## config.mk

```make
export PLATFORM = sky130hd
export DESIGN_NAME = pipe_skid_reg
export DESIGN_NICKNAME = d
export VERILOG_FILES = /design/src/rtl/pipe_pkg.sv /design/src/rtl/sat_counter.sv /design/src/rtl/pipe_skid_reg.sv
export SDC_FILE = /design/constraint.sdc
export NUM_CORES = 1
export LEC_CHECK = 0
export CAP_MARGIN = 30
export CELL_PAD_IN_SITES_DETAIL_PLACEMENT = 0
export CELL_PAD_IN_SITES_GLOBAL_PLACEMENT = 1
export CORE_MARGIN = 4
export CORE_UTILIZATION = 35
export DETAILED_ROUTE_END_ITERATION = 8
export PLACE_DENSITY_LB_ADDON = 0.1
export SYNTH_ARGS = -nofsm -noshare
export SYNTH_HDL_FRONTEND = slang
export SYNTH_SLANG_ARGS = --single-unit
```

## constraint.sdc

```tcl
create_clock -name clk -period 2.6 [get_ports clk]
set_clock_uncertainty 0.15 [all_clocks]
set_input_delay 0.52 -clock clk [delete_from_list [all_inputs] [get_ports clk]]
set_output_delay 0.52 -clock clk [all_outputs]
set_load 0.005 [all_outputs]
```

## src/rtl/pipe_pkg.sv

```systemverilog
// Shared definitions for the pipeline skid register: FSM state encoding.
package pipe_pkg;

    typedef enum logic [1:0] {
        EMPTY = 2'b00,
        ONE   = 2'b01,
        TWO   = 2'b10
    } state_t;

endpackage

```

## src/rtl/sat_counter.sv

```systemverilog
// Saturating up-counter with synchronous clear; clear beats increment.
module sat_counter #(
    parameter int CNT_W = 16
) (
    input  logic             clk,
    input  logic             rst,
    input  logic             inc,
    input  logic             clr,
    output logic [CNT_W-1:0] cnt
);

    logic [CNT_W-1:0] r_cnt;
    logic             w_at_max;

    assign w_at_max = &r_cnt;
    assign cnt      = r_cnt;

    always_ff @(posedge clk or posedge rst) begin
        if (rst) begin
            r_cnt <= '0;
        end else if (clr) begin
            r_cnt <= '0;
        end else if (inc && !w_at_max) begin
            r_cnt <= r_cnt + 1'b1;
        end
    end

endmodule

```

## src/rtl/pipe_skid_reg.sv

```systemverilog
// Two-entry skid register: full-throughput valid/ready stage whose in_ready is
// registered-only (no combinational path from out_ready), plus a stall counter.
module pipe_skid_reg
    import pipe_pkg::*;
#(
    parameter int WIDTH = 32,
    parameter int CNT_W = 16
) (
    input  logic             clk,
    input  logic             rst,
    input  logic             flush,
    input  logic             in_valid,
    output logic             in_ready,
    input  logic [WIDTH-1:0] in_data,
    output logic             out_valid,
    input  logic             out_ready,
    output logic [WIDTH-1:0] out_data,
    input  logic             cnt_clr,
    output logic [CNT_W-1:0] stall_cnt
);

    state_t           r_state;
    state_t           w_state_next;
    logic [WIDTH-1:0] r_main;
    logic [WIDTH-1:0] r_skid;
    logic             w_in_hs;
    logic             w_out_hs;
    logic             w_load_main;
    logic             w_main_from_skid;
    logic             w_load_skid;
    logic             w_stall;

    assign in_ready  = (r_state != TWO) && !rst;
    assign out_valid = (r_state != EMPTY);
    assign out_data  = r_main;
    assign w_in_hs   = in_valid && in_ready;
    assign w_out_hs  = out_valid && out_ready;
    assign w_stall   = out_valid && !out_ready;

    always_ff @(posedge clk or posedge rst) begin
        if (rst) begin
            r_state <= EMPTY;
        end else begin
            r_state <= w_state_next;
        end
    end

    // Flush wins over everything; an input accepted in the same cycle is dropped.
    always_comb begin
        w_state_next     = r_state;
        w_load_main      = 1'b0;
        w_main_from_skid = 1'b0;
        w_load_skid      = 1'b0;
        if (flush) begin
            w_state_next = EMPTY;
        end else begin
            case (r_state)
                EMPTY: begin
                    if (w_in_hs) begin
                        w_load_main  = 1'b1;
                        w_state_next = ONE;
                    end
                end
                ONE: begin
                    if (w_in_hs && w_out_hs) begin
                        w_load_main = 1'b1;
                    end else if (w_in_hs) begin
                        w_load_skid  = 1'b1;
                        w_state_next = TWO;
                    end else if (w_out_hs) begin
                        w_state_next = EMPTY;
                    end
                end
                TWO: begin
                    if (w_out_hs) begin
                        w_main_from_skid = 1'b1;
                        w_state_next     = ONE;
                    end
                end
                default: w_state_next = EMPTY;
            endcase
        end
    end

    always_ff @(posedge clk or posedge rst) begin
        if (rst) begin
            r_main <= '0;
            r_skid <= '0;
        end else begin
            if (w_load_main) begin
                r_main <= in_data;
            end else if (w_main_from_skid) begin
                r_main <= r_skid;
            end
            if (w_load_skid) begin
                r_skid <= in_data;
            end
        end
    end

    sat_counter #(
        .CNT_W(CNT_W)
    ) u_stall_cnt (
        .clk(clk),
        .rst(rst),
        .inc(w_stall),
        .clr(cnt_clr),
        .cnt(stall_cnt)
    );

endmodule

```

Yosys cells after proc, flatten, opt, wreduce, memory -nomap -nowiden. Index checks and enable logic that the tools add are counted.

Add/sub/neg operators: 1. Reduce and logical (&&, ||, !) cells: 15. Equality and inequality tests: 7. Mux-type cells: 21.

Operators with widths (number): two-way mux 32 bit (2); two-way mux 16 bit (2); adder 16 x 1 -> 16 bit, second input constant (1); AND reduction 16 bit (1); two-way mux 2 bit (6); two-way mux 1 bit (9); inequality test 3 bit, second input constant (3); logical AND 1 bit (6); one-hot mux 2 bit (3 select lines) (1); nonzero test 2 bit (3); inequality test 4 bit, second input constant (1); AND reduction 4 bit (1); logical NOT 1 bit (3); == test 2 x 1 -> 1 bit, second input constant (1); == test 2 bit, second input constant (1); logical NOT 2 bit (1); inequality test 2 bit, second input constant (1); one-hot mux 1 bit (2 select lines) (1).

Output and inout bits: 50. Logic and storage cells: 48. Input bits: 38. Bits in registers: 82.

Longest topological paths before layout.
Depth in word-level cells: 8. Depth in mapped cells: 7. Mapped depth without buffers: 5.

Cells and area by module. Synthesis repeated with hierarchy kept, for this count alone.

Cell total of the unflattened synthesis: 299. Area total of the unflattened synthesis: 3689.8 um^2.

Modules (own cells, without submodules): pipe_skid_reg (sequential area each 1651.6 um^2, area an instance 2767.7 um^2, cells each 195, instances 1); sat_counter (sequential area each 400.4 um^2, area an instance 922.1 um^2, cells each 104, instances 1).

Least setup slack after synthesis. Ideal clock, no wire load.

Path type: flip-flop to flip-flop. From: reg u_stall_cnt.r_cnt[0] (netlist: u_stall_cnt.cnt[0]). To: reg u_stall_cnt.r_cnt[14] (netlist: u_stall_cnt.cnt[14]). Library setup time: 78 ps. Setup slack: 463 ps. Data arrival time: 1909 ps. Buffers on the path: 0. Clock period less this slack: 2137 ps. Stages on the path, launching flop included: 6. Data required time: 2372 ps. Cell sequence: dfrtp_1 -> ha_1 -> nand4_1 -> or3_1 -> or4_1 -> a21oi_1.

Longest elaborated chain between the ends: 4. Elaborated cells on any way between the ends: 7.

RTL lines: from (decl) (RTL line sat_counter.sv:12) `logic [CNT_W-1:0] r_cnt;`; from (signal assigned) (RTL line sat_counter.sv:24) `r_cnt <= r_cnt + 1'b1;`; parallel branches: the longest is 4 deep, another holds adder 16 x 1 -> 16 bit.

Parallel ways; which one is timed is not known. The select of a mux whose other input is x is not followed. A chain may end at the register's enable or synchronous reset.

Final worst setup path.
From: in rst. To: out in_ready.

Longest elaborated chain between the ends: 2.

RTL lines: from (decl) (RTL line pipe_skid_reg.sv:10) `input logic rst,`; logical NOT 1 bit (no line); logical AND 1 bit (RTL line pipe_skid_reg.sv:33) `assign in_ready = (r_state != TWO) && !rst;`; to (decl) (RTL line pipe_skid_reg.sv:13) `output logic in_ready,`.

Every way passes these cells.

==> flow_summary.toml <==
[synthesis]
synthAdderAreaFrac_pct = 0.339
ys_seq_elements = 82
ys_seq_area_share_pct = 55.5
synth_top_family_by_area = "compound AO/OA/AOI/OAI gates"
syn_avg_cell_area_sq_um = 12.2
synthSimpleGateAreaFrac_pct = 9.92
synth_edf_count = 0
synthXorXnorAreaFrac_pct = 0
synth_area_sq_um = 3700
synth_top_cell_by_area = "dfrtp_1"
yosysWarnings = 0
ys_async_sr_fraction_pct = 100
synth_mux_area_share_pct = 10.6
synth_area_leaders = "dfrtp_1, mux2_2, a22o_1"
yosysMostFrequentCell = "dfrtp_1"
synth_top_area_share_pct = 55.5
synth_compound_area_share_pct = 20.8
netlist_instances = 302
ys.flop_type = "dfrtp_1"
synth_common_cells = "dfrtp_1, mux2_2, a21o_1, a22o_1, clkbuf_1"
yosysUniqueCellTypes = 46
synth_nets = 341

[finish]
final_core_util_pct = 48.8
area_delta_synth_final_pct = 36.2
final_layout_size_suffix_gt1_share_pct = 19.6
stdcell_count = 540
num_antenna_cells = 0
fin_nets = 438

[die]
core_area_sq_um = 10300
die_x_microns = 111
initial_utilization_pct = 35.8
die-area_sq_um = 12300
rows = 37
dieHeight_microns = 111
ioPinCount = 88

[sta]
drv_slew = 0
max_freq_ghz = 0.424
period_needed_ns = 2.36
setup_violations = 0
tightest_slew_ns = 0.580
slew_headroom_pct = 61.0
whs_ns = 0.329
fin_tns_setup_ns = 0
min_period_over_period_pct = 90.7
grt_setup_unrepaired = "false"
hold_violations = 0

[setup_path]
crit_family = "buffers and inverters"
critical_path_class = "primary input to output port"
required_ns = 1.93
rrSetupSlack_ns = 0.35
cp_common_cell = "clkdlybuf4s50_1"
critPathCaptureType = "output port"
crit_buf_inv = 3
path_cells = "clkdlybuf4s50_1, buf_4, nor2_1, clkdlybuf4s50_1"
cpPeakStageDelay_ns = 0.51
startpoint_type = "primary input"
crit_fanout = 3
worstPathArrival_ns = 1.69
crit_slowest_cell = "clkdlybuf4s50_1"

[routing]
vias = 2777
drt-pass1-iter-count = 4
wl_per_cell_microns = 15.7
routed_via_density = 5.14
drc_errors = 0
routed_wl_microns = 8490
ant_nets = 0
drt_first_iter_violations = 95

[placed_design]
dp_hpwl_microns = 5960
gp_congestion = 0.734
dpl.cell_count = 524
io_buffers = 87

[clock_tree]
htree_num_levels = 3
cts_root_buf = "clkbuf_8"
cts_tree = "built"
clockBufferDepth = 2
cts_resized = 0
hold_buffers = 0
cts.sinks = 82
clk_latency_ns = 0.35
cts_inserted_buffers = 9
cts_setup_buffers = 0
cts.clk_slew.worst_paths_ns = 0.09

[power_and_ir_drop]
power_leakage_nw = 2.32
p_comb_share_pct = 18.0
p_per_area_nw_per_um2 = 608
peakVddDrop_mv = 0.310
intPower_mw = 2.29
pwr-share-clk_pct = 30.6
p_sw_share_pct = 25.0
switching_power_mw = 0.766
pwr-share-seq_pct = 51.4

[global_route]
grt_pass1_wl_microns = 14700
track_usage_pct = 14.5
antenna_found_initial = 0
grt_pass1_vias = 2877
grt_max_degree = 57
grt-ovfl-total = 0

[run_status]
run_status = "complete, no violations"

[hold_path]
hold_class = "flop to flop"

[job]
drv_cap = 0
[power groups by stage]
stage,Clock [mW],Combinational (mW),Sequential [mW]
2_1_floorplan,0,0.229,1.59
3_3_place_gp,0,0.553,1.59
3_5_place_dp,0,0.563,1.60
4_1_cts,0.973,0.565,1.57
5_1_grt,1.03,0.602,1.60
6_report,0.937,0.550,1.57
[layer usage]
layer | share of wire [%] | vias up | GRT usage, %
li1 | - | 1338 | -
met3 | 3.9 | 8 | 2.78
met2 | 47 | 66 | 22.5
met5 | 0 | - | 0
met1 | 48 | 1365 | 20.4
met4 | 1.1 | 0 | 4.76
[area by class of cell]
type                    instances  area, sq um
clock inverters                 7         78.8
fillers                       959         5290
repair buffers                105         1040
flip-flops and latches         82         2050
multi-input cells             198         1550
clock buffers                   9          124
inverters                       3         15.0
well taps                     136          170
[cell usage in the layout, fill, tap and decap left out, types with 3 or more instances in the layout]
master,netlist,layout
o21ai_0,4,4
buf_4,0,15
nor4_1,3,3
clkbuf_8,0,9
a22o_1,32,32
clkinvlp_4,0,3
mux2_2,33,33
a21o_1,32,32
buf_12,0,3
or4_1,5,5
nand4_1,4,4
nand3_1,7,7
nor2b_1,4,4
clkdlybuf4s50_1,0,87
o31ai_1,4,4
nor3_1,6,6
nor2_1,9,8
nand2_1,10,10
a21oi_1,10,10
dfrtp_1,82,82
[logic make-up (layout without fill, tap and decap cells)]
kind of cell / count (synthesis) / after routing
AO/OA/AOI/OAI: 99 / 99
flip-flops: 82 / 82
adder cells (fa/ha/maj): 1 / 1
buffers and inverters: 22 / 124
multiplexers: 35 / 35
AND/OR/NAND/NOR: 63 / 63
[worst paths after layout]
check                                        start                  end  cells after the start
worst max-delay path                           rst             in_ready                      4
worst min-delay path                  out_data[12]         out_data[12]                      1
worst max register to register  u_stall_cnt.cnt[0]  u_stall_cnt.cnt[14]                      5
worst min register to register        out_data[12]         out_data[12]                      1
max in group asynchronous                      rst         out_data[27]                      4
min in group asynchronous                      rst         out_data[20]                      4
[worst register-to-register path, stage by stage (launching register included)]
cell and delay [ns]:
dfrtp_1 0.48, ha_1 0.28, nand4_1 0.16, or3_1 0.42, or4_1 0.53, a21oi_1 0.15
[metrics by stage]
step / worst slack, ns / instance area [sq um] / power [mW]
after floorplan: 0.463 / 3700 / 1.82
after global placement: 0.129 / 4830 / 2.14
after detailed placement: 0.0775 / 4830 / 2.16
after CTS: 0.232 / 5030 / 3.11
after global routing: 0.144 / 5030 / 3.23
final: 0.243 / 5030 / 3.06
[flip-flops by register name, summed over array words and instances (netlist names)]
register         cells
out_data            32
r_skid              32
r_state              2
u_stall_cnt.cnt     16
Power figures use the tool's default switching activity.
